$ cat src/rtl/matmul_feeder_pkg.sv
// Shared definitions for the matmul feeder: FSM state encodings and feed-length helper.
package matmul_feeder_pkg;

  localparam logic [1:0] ST_IDLE  = 2'd0;
  localparam logic [1:0] ST_FEED  = 2'd1;
  localparam logic [1:0] ST_DRAIN = 2'd2;
  localparam logic [1:0] ST_DONE  = 2'd3;

  // Skewed feed length: K products per lane plus the diagonal fill/flush of the array.
  function automatic int unsigned feed_cycles(input int unsigned k, input int unsigned max_dim);
    return k + 2 * (max_dim - 1);
  endfunction

endpackage

$ cat src/rtl/matmul_skew_sel.sv
// Picks the element a skewed lane presents at step t from one captured row (A) or column (B).
module matmul_skew_sel #(
  parameter int DATA_WIDTH = 8,
  parameter int MAX_DIM    = 4,
  parameter int T_W        = 4,
  parameter int DIM_W      = 2
) (
  input  logic [DATA_WIDTH*MAX_DIM-1:0] vec,
  input  logic [T_W-1:0]                t,
  input  logic [DIM_W-1:0]              lane_idx,
  input  logic [DIM_W:0]                k,
  input  logic                          in_bound,
  output logic [DATA_WIDTH-1:0]         elem
);

  logic [T_W:0]       rel;
  logic [DIM_W-1:0]   idx;
  logic               valid;

  // rel wraps negative (msb set) before the lane's diagonal start.
  assign rel   = {1'b0, t} - (T_W+1)'(lane_idx);
  assign idx   = rel[DIM_W-1:0];
  assign valid = in_bound && !rel[T_W] && (rel < (T_W+1)'(k));
  assign elem  = valid ? vec[idx*DATA_WIDTH +: DATA_WIDTH] : '0;

endmodule

$ cat src/rtl/matmul_feeder.sv
// Skews captured A rows and B columns into a systolic array; optional abort via MATMUL_FEEDER_ABORT_EN.
module matmul_feeder
  import matmul_feeder_pkg::*;
#(
  parameter int DATA_WIDTH = 8,
  parameter int BUS_WIDTH  = 32,
  localparam int MAX_DIM   = BUS_WIDTH / DATA_WIDTH,
  localparam int DIM_W     = $clog2(MAX_DIM)
) (
  input  logic                                  clk_i,
  input  logic                                  rst_n_i,
`ifdef MATMUL_FEEDER_ABORT_EN
  input  logic                                  abort_i,
`endif
  input  logic                                  start_i,
  input  logic [DIM_W-1:0]                      dim_n_i,
  input  logic [DIM_W-1:0]                      dim_k_i,
  input  logic [DIM_W-1:0]                      dim_m_i,
  input  logic [DATA_WIDTH*MAX_DIM*MAX_DIM-1:0] a_mat_i,
  input  logic [DATA_WIDTH*MAX_DIM*MAX_DIM-1:0] b_mat_i,
  output logic [DATA_WIDTH*MAX_DIM-1:0]         a_flat_o,
  output logic [DATA_WIDTH*MAX_DIM-1:0]         b_flat_o,
  output logic                                  start_operation_o,
  output logic                                  busy_o,
  output logic                                  done_o
);

  localparam int T_W    = $clog2(3 * MAX_DIM);
  localparam int LANE_W = DATA_WIDTH * MAX_DIM;
  localparam int MAT_W  = DATA_WIDTH * MAX_DIM * MAX_DIM;

  logic [1:0]         state;
  logic [T_W-1:0]     t, t_next, f_last;
  logic [MAT_W-1:0]   a_cap, b_cap, a_src, b_src;
  logic [DIM_W-1:0]   n_cap, k_cap, m_cap, n_src, k_src, m_src;
  logic [DIM_W:0]     k_cnt;
  logic               start_acc, abort_hit, feed_last, load_next;
  logic [LANE_W-1:0]  a_next, b_next;

  assign start_acc = (state == ST_IDLE) && start_i;

`ifdef MATMUL_FEEDER_ABORT_EN
  assign abort_hit = abort_i && ((state == ST_FEED) || (state == ST_DRAIN));
`else
  assign abort_hit = 1'b0;
`endif

  assign f_last    = T_W'(feed_cycles(32'(k_cap) + 1, MAX_DIM) - 1);
  assign feed_last = (state == ST_FEED) && (t == f_last);
  assign load_next = start_acc || ((state == ST_FEED) && !feed_last && !abort_hit);

  // Registered lanes must show step 0 on the first FEED cycle, so the start cycle selects from the live inputs.
  assign t_next = start_acc ? '0 : t + 1'b1;
  assign a_src  = start_acc ? a_mat_i : a_cap;
  assign b_src  = start_acc ? b_mat_i : b_cap;
  assign n_src  = start_acc ? dim_n_i : n_cap;
  assign k_src  = start_acc ? dim_k_i : k_cap;
  assign m_src  = start_acc ? dim_m_i : m_cap;
  assign k_cnt  = {1'b0, k_src} + (DIM_W+1)'(1);

  for (genvar i = 0; i < MAX_DIM; i++) begin : g_a_lane
    matmul_skew_sel #(.DATA_WIDTH(DATA_WIDTH), .MAX_DIM(MAX_DIM), .T_W(T_W), .DIM_W(DIM_W)) u_sel (
      .vec      (a_src[i*LANE_W +: LANE_W]),
      .t        (t_next),
      .lane_idx (DIM_W'(i)),
      .k        (k_cnt),
      .in_bound (DIM_W'(i) <= n_src),
      .elem     (a_next[i*DATA_WIDTH +: DATA_WIDTH])
    );
  end

  for (genvar j = 0; j < MAX_DIM; j++) begin : g_b_lane
    logic [LANE_W-1:0] col;
    for (genvar r = 0; r < MAX_DIM; r++) begin : g_col
      assign col[r*DATA_WIDTH +: DATA_WIDTH] = b_src[(r*MAX_DIM+j)*DATA_WIDTH +: DATA_WIDTH];
    end
    matmul_skew_sel #(.DATA_WIDTH(DATA_WIDTH), .MAX_DIM(MAX_DIM), .T_W(T_W), .DIM_W(DIM_W)) u_sel (
      .vec      (col),
      .t        (t_next),
      .lane_idx (DIM_W'(j)),
      .k        (k_cnt),
      .in_bound (DIM_W'(j) <= m_src),
      .elem     (b_next[j*DATA_WIDTH +: DATA_WIDTH])
    );
  end

  always_ff @(posedge clk_i or negedge rst_n_i) begin
    if (!rst_n_i) begin
      state    <= ST_IDLE;
      t        <= '0;
      a_cap    <= '0;
      b_cap    <= '0;
      n_cap    <= '0;
      k_cap    <= '0;
      m_cap    <= '0;
      a_flat_o <= '0;
      b_flat_o <= '0;
    end else begin
      a_flat_o <= load_next ? a_next : '0;
      b_flat_o <= load_next ? b_next : '0;
      case (state)
        ST_IDLE: begin
          if (start_i) begin
            state <= ST_FEED;
            t     <= '0;
            a_cap <= a_mat_i;
            b_cap <= b_mat_i;
            n_cap <= dim_n_i;
            k_cap <= dim_k_i;
            m_cap <= dim_m_i;
          end
        end
        ST_FEED: begin
          if (abort_hit) begin
            state <= ST_IDLE;
            t     <= '0;
          end else if (feed_last) begin
            state <= ST_DRAIN;
            t     <= '0;
          end else begin
            t <= t_next;
          end
        end
        ST_DRAIN: state <= abort_hit ? ST_IDLE : ST_DONE;
        default:  state <= ST_IDLE;
      endcase
    end
  end

  assign start_operation_o = (state == ST_FEED) || (state == ST_DRAIN);
  assign busy_o            = (state != ST_IDLE);
  assign done_o            = (state == ST_DONE);

endmodule

$ cat config.mk
export PLATFORM = sky130hd
export DESIGN_NAME = matmul_feeder
export DESIGN_NICKNAME = d
export VERILOG_FILES = /design/src/rtl/matmul_feeder_pkg.sv /design/src/rtl/matmul_skew_sel.sv /design/src/rtl/matmul_feeder.sv
export SDC_FILE = /design/constraint.sdc
export NUM_CORES = 1
export LEC_CHECK = 0
export CORE_MARGIN = 5
export CORE_UTILIZATION = 51
export DETAILED_ROUTE_END_ITERATION = 12
export HOLD_SLACK_MARGIN = 0.03
export MAX_ROUTING_LAYER = met4
export PLACE_DENSITY_LB_ADDON = 0.05
export SKIP_CTS_REPAIR_TIMING = 1
export SLEW_MARGIN = 5
export SYNTH_ARGS = -nofsm -noshare
export SYNTH_HDL_FRONTEND = slang
export SYNTH_SLANG_ARGS = --single-unit
$ cat constraint.sdc
create_clock -name clk_i -period 3.64 [get_ports clk_i]
set_clock_uncertainty 0.05 [all_clocks]
set_input_delay 0.364 -clock clk_i [delete_from_list [all_inputs] [get_ports clk_i]]
set_output_delay 0.364 -clock clk_i [all_outputs]
set_load 0.01 [all_outputs]
Word-level counts from Yosys, hierarchy flattened
Cells that the tools add are included.

storage, ports and cells
  output and inout bits = 67
  register bits = 332

cells by class
  $add $sub $neg = 8
  equality and inequality tests = 6
  reductions and logical operators = 29
  $lt $le $gt $ge = 12
  muxes and demuxes = 22
  shifts and indexed selects = 8

operators with widths
  kind                                                count
  2-to-1 mux 128 bit                                  2
  indexed part select 32 x 6 -> 8 bit                 8
  2-to-1 mux 32 bit                                   2
  2-to-1 mux 8 bit                                    8
  logical AND 1 bit                                   17
  < comparator 5 x 3 -> 1 bit                         3
  2-to-1 mux 4 bit                                    3
  2-to-1 mux 2 bit                                    5
  subtractor 4 x 2 -> 5 bit, second input constant    2
  <= comparator 1 x 2 -> 1 bit, first input constant  4
  <= comparator 2 bit, first input constant           4
  case mux 4 bit (2 select lines)                     1
  adder 2 x 1 -> 3 bit, second input constant         2
  case mux 2 bit (3 select lines)                     1
  AND reduction 2 bit                                 3
  subtractor 4 x 1 -> 5 bit, second input constant    1
  adder 3 x 3 -> 4 bit, second input constant         1
  adder 4 x 1 -> 4 bit, second input constant         1
  == test 2 bit, second input constant                2
  == test 4 bit                                       1
  logical NOT 1 bit                                   4
  < comparator 4 x 3 -> 1 bit                         1
  != test 2 bit, second input constant                2
  nonzero test 2 bit                                  2
  other kinds (4)                                     5

Logic depth before layout (Yosys ltp)
  word-level depth = 9
  depth in mapped cells = 16
  depth with buffers taken out = 13

Modules after synthesis
A second synthesis with hierarchy kept.

unflattened totals
  cells, all modules = 1635
  area, all modules = 15952.8 sq um

modules (own cells, without submodules)
  module           cells each  area an instance (sq um)  times used
  matmul_feeder    1307        12399.4                   1
  matmul_skew_sel  41          444.2                     8

Least setup slack after synthesis
OpenSTA, ideal clock, no wires.

  path type = flip-flop to flip-flop
  from = reg state[0]
  to = reg a_flat_o[6]
  library setup time = 0.073 ns
  path slack = 0.516 ns
  buffers on the path = 4
  arrival = 3.001 ns
  period minus slack after synthesis = 3.124 ns
  cell stages (with the launch flop) = 17
  required time = 3.517 ns
  cell sequence = dfrtp_1 -> inv_1 -> ha_1 -> nand2_1 -> buf_2 -> buf_2 -> buf_1 -> nand2_1 -> nand2_1 -> ha_1 -> inv_1 -> ha_1 -> a21boi_0 -> a31oi_1 -> o2111ai_2 -> buf_6 -> a21oi_2

on the way
  word-level cells in the longest chain between the ends = 8
  elaborated cells on any way between the ends = 18
  classes of those cells = add/sub (1); order compare (2); eq/ne (1); shift (1); mux (6); reduce/logical (7)

RTL lines
  item                         line                   text
  start: declaration           matmul_feeder.sv:32    logic [1:0] state;
  start signal: assignment     matmul_feeder.sv:124   ST_DRAIN: state <= abort_hit ? ST_IDLE : ST_DONE;
  logical NOT 2 bit            matmul_feeder.sv:40    assign start_acc = (state == ST_IDLE) && start_i;
  logical AND 1 bit            matmul_feeder.sv:40
  2-to-1 mux 2 bit             matmul_feeder.sv:57    assign k_src = start_acc ? dim_k_i : k_cap;
  adder 2 x 1 -> 3 bit         matmul_feeder.sv:59    assign k_cnt = {1'b0, k_src} + (DIM_W+1)'(1);
  < comparator 4 x 3 -> 1 bit  matmul_skew_sel.sv:23  assign valid = in_bound && !rel[T_W] && (rel < (T_W+1)'(k));
  logical AND 1 bit            matmul_skew_sel.sv:23
  2-to-1 mux 8 bit             matmul_skew_sel.sv:24  assign elem = valid ? vec[idx*DATA_WIDTH +: DATA_WIDTH] : '0;
  2-to-1 mux 32 bit *          matmul_feeder.sv:99    a_flat_o <= load_next ? a_next : '0;
  end signal: assignment       matmul_feeder.sv:99
  end: declaration             matmul_feeder.sv:21    output logic [DATA_WIDTH*MAX_DIM-1:0] a_flat_o,

Every way passes the cells marked *; elsewhere a longest branch is shown, timed or not.
A chain may end at the register's enable or synchronous reset.

Worst setup path after layout
  from = reg state[0]
  to = reg b_flat_o[24]

on the way
  word-level cells in the longest chain between the ends = 9
  elaborated cells on any way between the ends = 21
  classes of those cells = add/sub (2); order compare (2); eq/ne (1); shift (1); mux (6); reduce/logical (9)

RTL lines
  item                                                                               line                  text
  parallel branches: the longest is 8 deep, another holds subtractor 4 x 2 -> 5 bit  n/a
  2-to-1 mux 32 bit *                                                                matmul_feeder.sv:100  b_flat_o <= load_next ? b_next : '0;
  end signal: assignment                                                             matmul_feeder.sv:100
  end: declaration                                                                   matmul_feeder.sv:22   output logic [DATA_WIDTH*MAX_DIM-1:0] b_flat_o,

Every way passes the cells marked *.

==> impl_metrics.json <==
{
  "synth_fp_nets": 1866,
  "drv_cap": 0,
  "finalCriticalPeriod_ns": 3.13,
  "dieArea_mm2": 0.0328,
  "synth_edf_count": 0,
  "hpwl_um": 27500,
  "sw_frac_of_total_pct": 35.8,
  "synth_common_cells": "nand2_1 (827), dfrtp_1 (332), buf_2 (71), mux2i_1 (56), a21oi_1 (44)",
  "critical_path_class": "register to register",
  "hold_viol_final": 0,
  "cp.depth": 12,
  "nets": 2171,
  "die_h_um": 181,
  "endpoint_kind": "register",
  "path_cells": "inv_1 > ha_1 > a21boi_2 > clkinv_1 > buf_4 > nor2_1 > xnor2_1 > ha_1 > nand2_1 > o21ai_0 > nor2_1 > and3_1",
  "post-route-period-util_pct": 86.1,
  "cts_tree": "yes",
  "rsz0062_at_grt": "false",
  "synth_area_mm2": 0.0149,
  "grt_pass1_vias": 12065,
  "drt-initial-drc-count": 765,
  "leakagePower_nw": 9.56,
  "core-area_mm2": 0.0289,
  "r2r_setup_slack_ns": 0.51,
  "grtUsageTotal_pct": 24.3,
  "synth_top_area_share_pct": 55.6,
  "final-setup-viol-count": 0,
  "dp.cells": 2234,
  "clk_pin_slew_ns": 0.07,
  "numCtsBuffers": 36,
  "port-buffer-count": 331,
  "worstHoldPathType": "input port to register",
  "antenna_left": 0,
  "synth.distinct_cells": 56,
  "route.detailed.drc": 0,
  "synth_compound_area_share_pct": 6.42,
  "async_flop_share_pct": 100,
  "pwr-share-comb_pct": 38.8,
  "yosysTopAreaCell": "dfrtp_1",
  "clock_sinks": 332,
  "crit_fanout": 17,
  "ys.flop_type": "dfrtp_1",
  "endpoint": "b_flat_o[24]$_DFF_PN0_",
  "drive_gt1_share_pct": 8.20,
  "synth_area_per_cell_um2": 9.44,
  "cp_data_required_time_ns": 3.98,
  "vias": 11834,
  "start_kind": "register",
  "layoutNonFillerInstCount": 2304,
  "yosysMostFrequentCell": "nand2_1",
  "tightest_slew_ns": 0.971,
  "place.gp.congestion": 0.861,
  "power_frac_clock_pct": 23.7,
  "maxSlewHeadroom_pct": 35.3,
  "worstPathArrival_ns": 3.47,
  "vdd_drop_max_uv": 493,
  "p_per_area_mw_per_mm2": 802,
  "rr_endpoint": "b_flat_o[24]$_DFF_PN0_",
  "first_pass_iters": 5,
  "path_delay_family": "simple AND/OR/NAND/NOR gates",
  "syn_to_final_growth_pct": 32.5,
  "muxShareOfSynthArea_pct": 9.40,
  "synth_top_family_by_area": "simple AND/OR/NAND/NOR gates",
  "reg2regPathDepth": 12,
  "fin_setup_tns_ns": 0,
  "slowest_stage": "o21ai_0",
  "drv_slew": 0,
  "cpPeakStageDelay_ns": 0.53,
  "utilization_pct": 68.7,
  "grt_max_degree": 173,
  "initial_utilization_pct": 51.8,
  "drt_wl_total_um": 39700,
  "cts_max_level": 2,
  "final.setup.worst_slack_ns": 0.506,
  "post-place-ws_ns": 0.370,
  "yosys_register_bits": 332,
  "fillers": 2317,
  "critPathBufInv": 3,
  "internal_power_w": 0.0102,
  "fmax_ghz": 0.319,
  "rows": 62,
  "synth_simple_gate_area_share_pct": 23.4,
  "overflow": 0,
  "io_pins": 332,
  "antenna_found_initial": 6,
  "grt_pass1_wl_um": 63300,
  "final_area_mm2": 0.0198,
  "clock_path_buffers": 3,
  "routed_via_density": 5.14,
  "die_w_um": 181,
  "syn_inst": 1584,
  "yosys-top-cells-area": "dfrtp_1 (56%), nand2_1 (21%), mux4_2 (4.8%)",
  "cts_root_buf": "clkbuf_16",
  "startpoint": "state[0]$_DFFE_PN0P_",
  "hold_depth": 3,
  "seqPwrFrac_pct": 37.5,
  "placement.cell_area_mm2": 0.0186,
  "seq_area_frac_synth_pct": 55.6,
  "synth-xor-area-share_pct": 0.410,
  "r2r-start": "state[0]$_DFFE_PN0P_",
  "p_sw_w": 0.00569,
  "outcome": "complete, no violations",
  "synth-adder-area-share_pct": 1.50,
  "wl_per_cell_um": 17.3,
  "clkLatencyLatePin_ns": 0.52,
  "yosysWarnings": 0
}
[kinds of logic after synthesis]
kind of cell | Yosys count
buffers and inverters | 102
XOR/XNOR | 7
flip-flops | 332
AND/OR/NAND/NOR | 888
AO/OA/AOI/OAI | 139
adder cells (fa/ha/maj) | 18
multiplexers | 98
[how the worst min path moves through the flow]
stage           startpoint                     end  slack [ns]
3_3_place_gp       rst_n_i  a_cap[101]$_DFFE_PN0P_        0.38
5_1_grt        b_mat_i[52]   b_cap[52]$_DFFE_PN0P_        0.31
2_1_floorplan      rst_n_i    a_cap[0]$_DFFE_PN0P_        0.02
4_1_cts            rst_n_i   b_cap[54]$_DFFE_PN0P_       -0.15
3_5_place_dp       rst_n_i  a_cap[101]$_DFFE_PN0P_        0.38
6_report       b_mat_i[52]   b_cap[52]$_DFFE_PN0P_        0.32
[layer usage]
layer  global-route usage, %  vias to the layer above  share of wire, %
met5                       -                        -                 0
met1                    33.5                     5712                45
met2                    37.9                      326                47
met4                    5.64                        0               2.1
li1                        -                     5739                 -
met3                    4.71                       57               6.0
[area by class of cell]
cell class	instances	area, um^2	share of cell area [%]
antenna	6	15.0	0.0758
clock buffer	46	1000	5.05
clock inverter	17	223	1.12
inverter	10	37.5	0.189
multi-input combinational	1150	6160	31.1
sequential	332	8310	42.0
tap	384	480	2.43
timing repair buffer	359	3580	18.1
[tightest hold or removal path, delay by kind of cell]
kind          cells  cell delay, ns
buf+inv           1            0.40
simple gates      2            0.09
[sequential cells by signal, summed over array words and instances (netlist names)]
| name | cells |
|---|---|
| state | 2 |
| k_cap | 2 |
| t | 4 |
| a_cap | 128 |
| b_cap | 128 |
| a_flat_o | 32 |
| b_flat_o | 32 |
| m_cap | 2 |
| n_cap | 2 |
[through the flow]
step | power, W | hold slack [ns]
after global routing | 0.0170 | 0.309
final | 0.0159 | 0.316
after detailed placement | 0.0122 | 0.377
after global placement | 0.0120 | 0.377
after CTS | 0.0160 | -0.154
after floorplan | 0.0103 | 0.0184
[power groups by stage]
stage | clock, W | sequential (W) | combinational (W)
after floorplan | 0 | 0.00581 | 0.00449
after global placement | 0 | 0.00596 | 0.00604
after detailed placement | 0 | 0.00600 | 0.00618
after CTS | 0.00382 | 0.00596 | 0.00623
after global routing | 0.00398 | 0.00612 | 0.00694
final | 0.00377 | 0.00595 | 0.00617
[layout by cell type, fill, tap and decap left out, types with 16 or more instances in the layout]
cell type	instances
mux2i_1	56
clkbuf_16	37
clkdlybuf4s50_1	330
o21ai_0	27
o22a_1	16
buf_4	23
nand2_1	826
mux4_2	32
dfrtp_1	331
a21oi_1	44
ha_1	16
No activity file was read; power rests on OpenSTA's default activity.
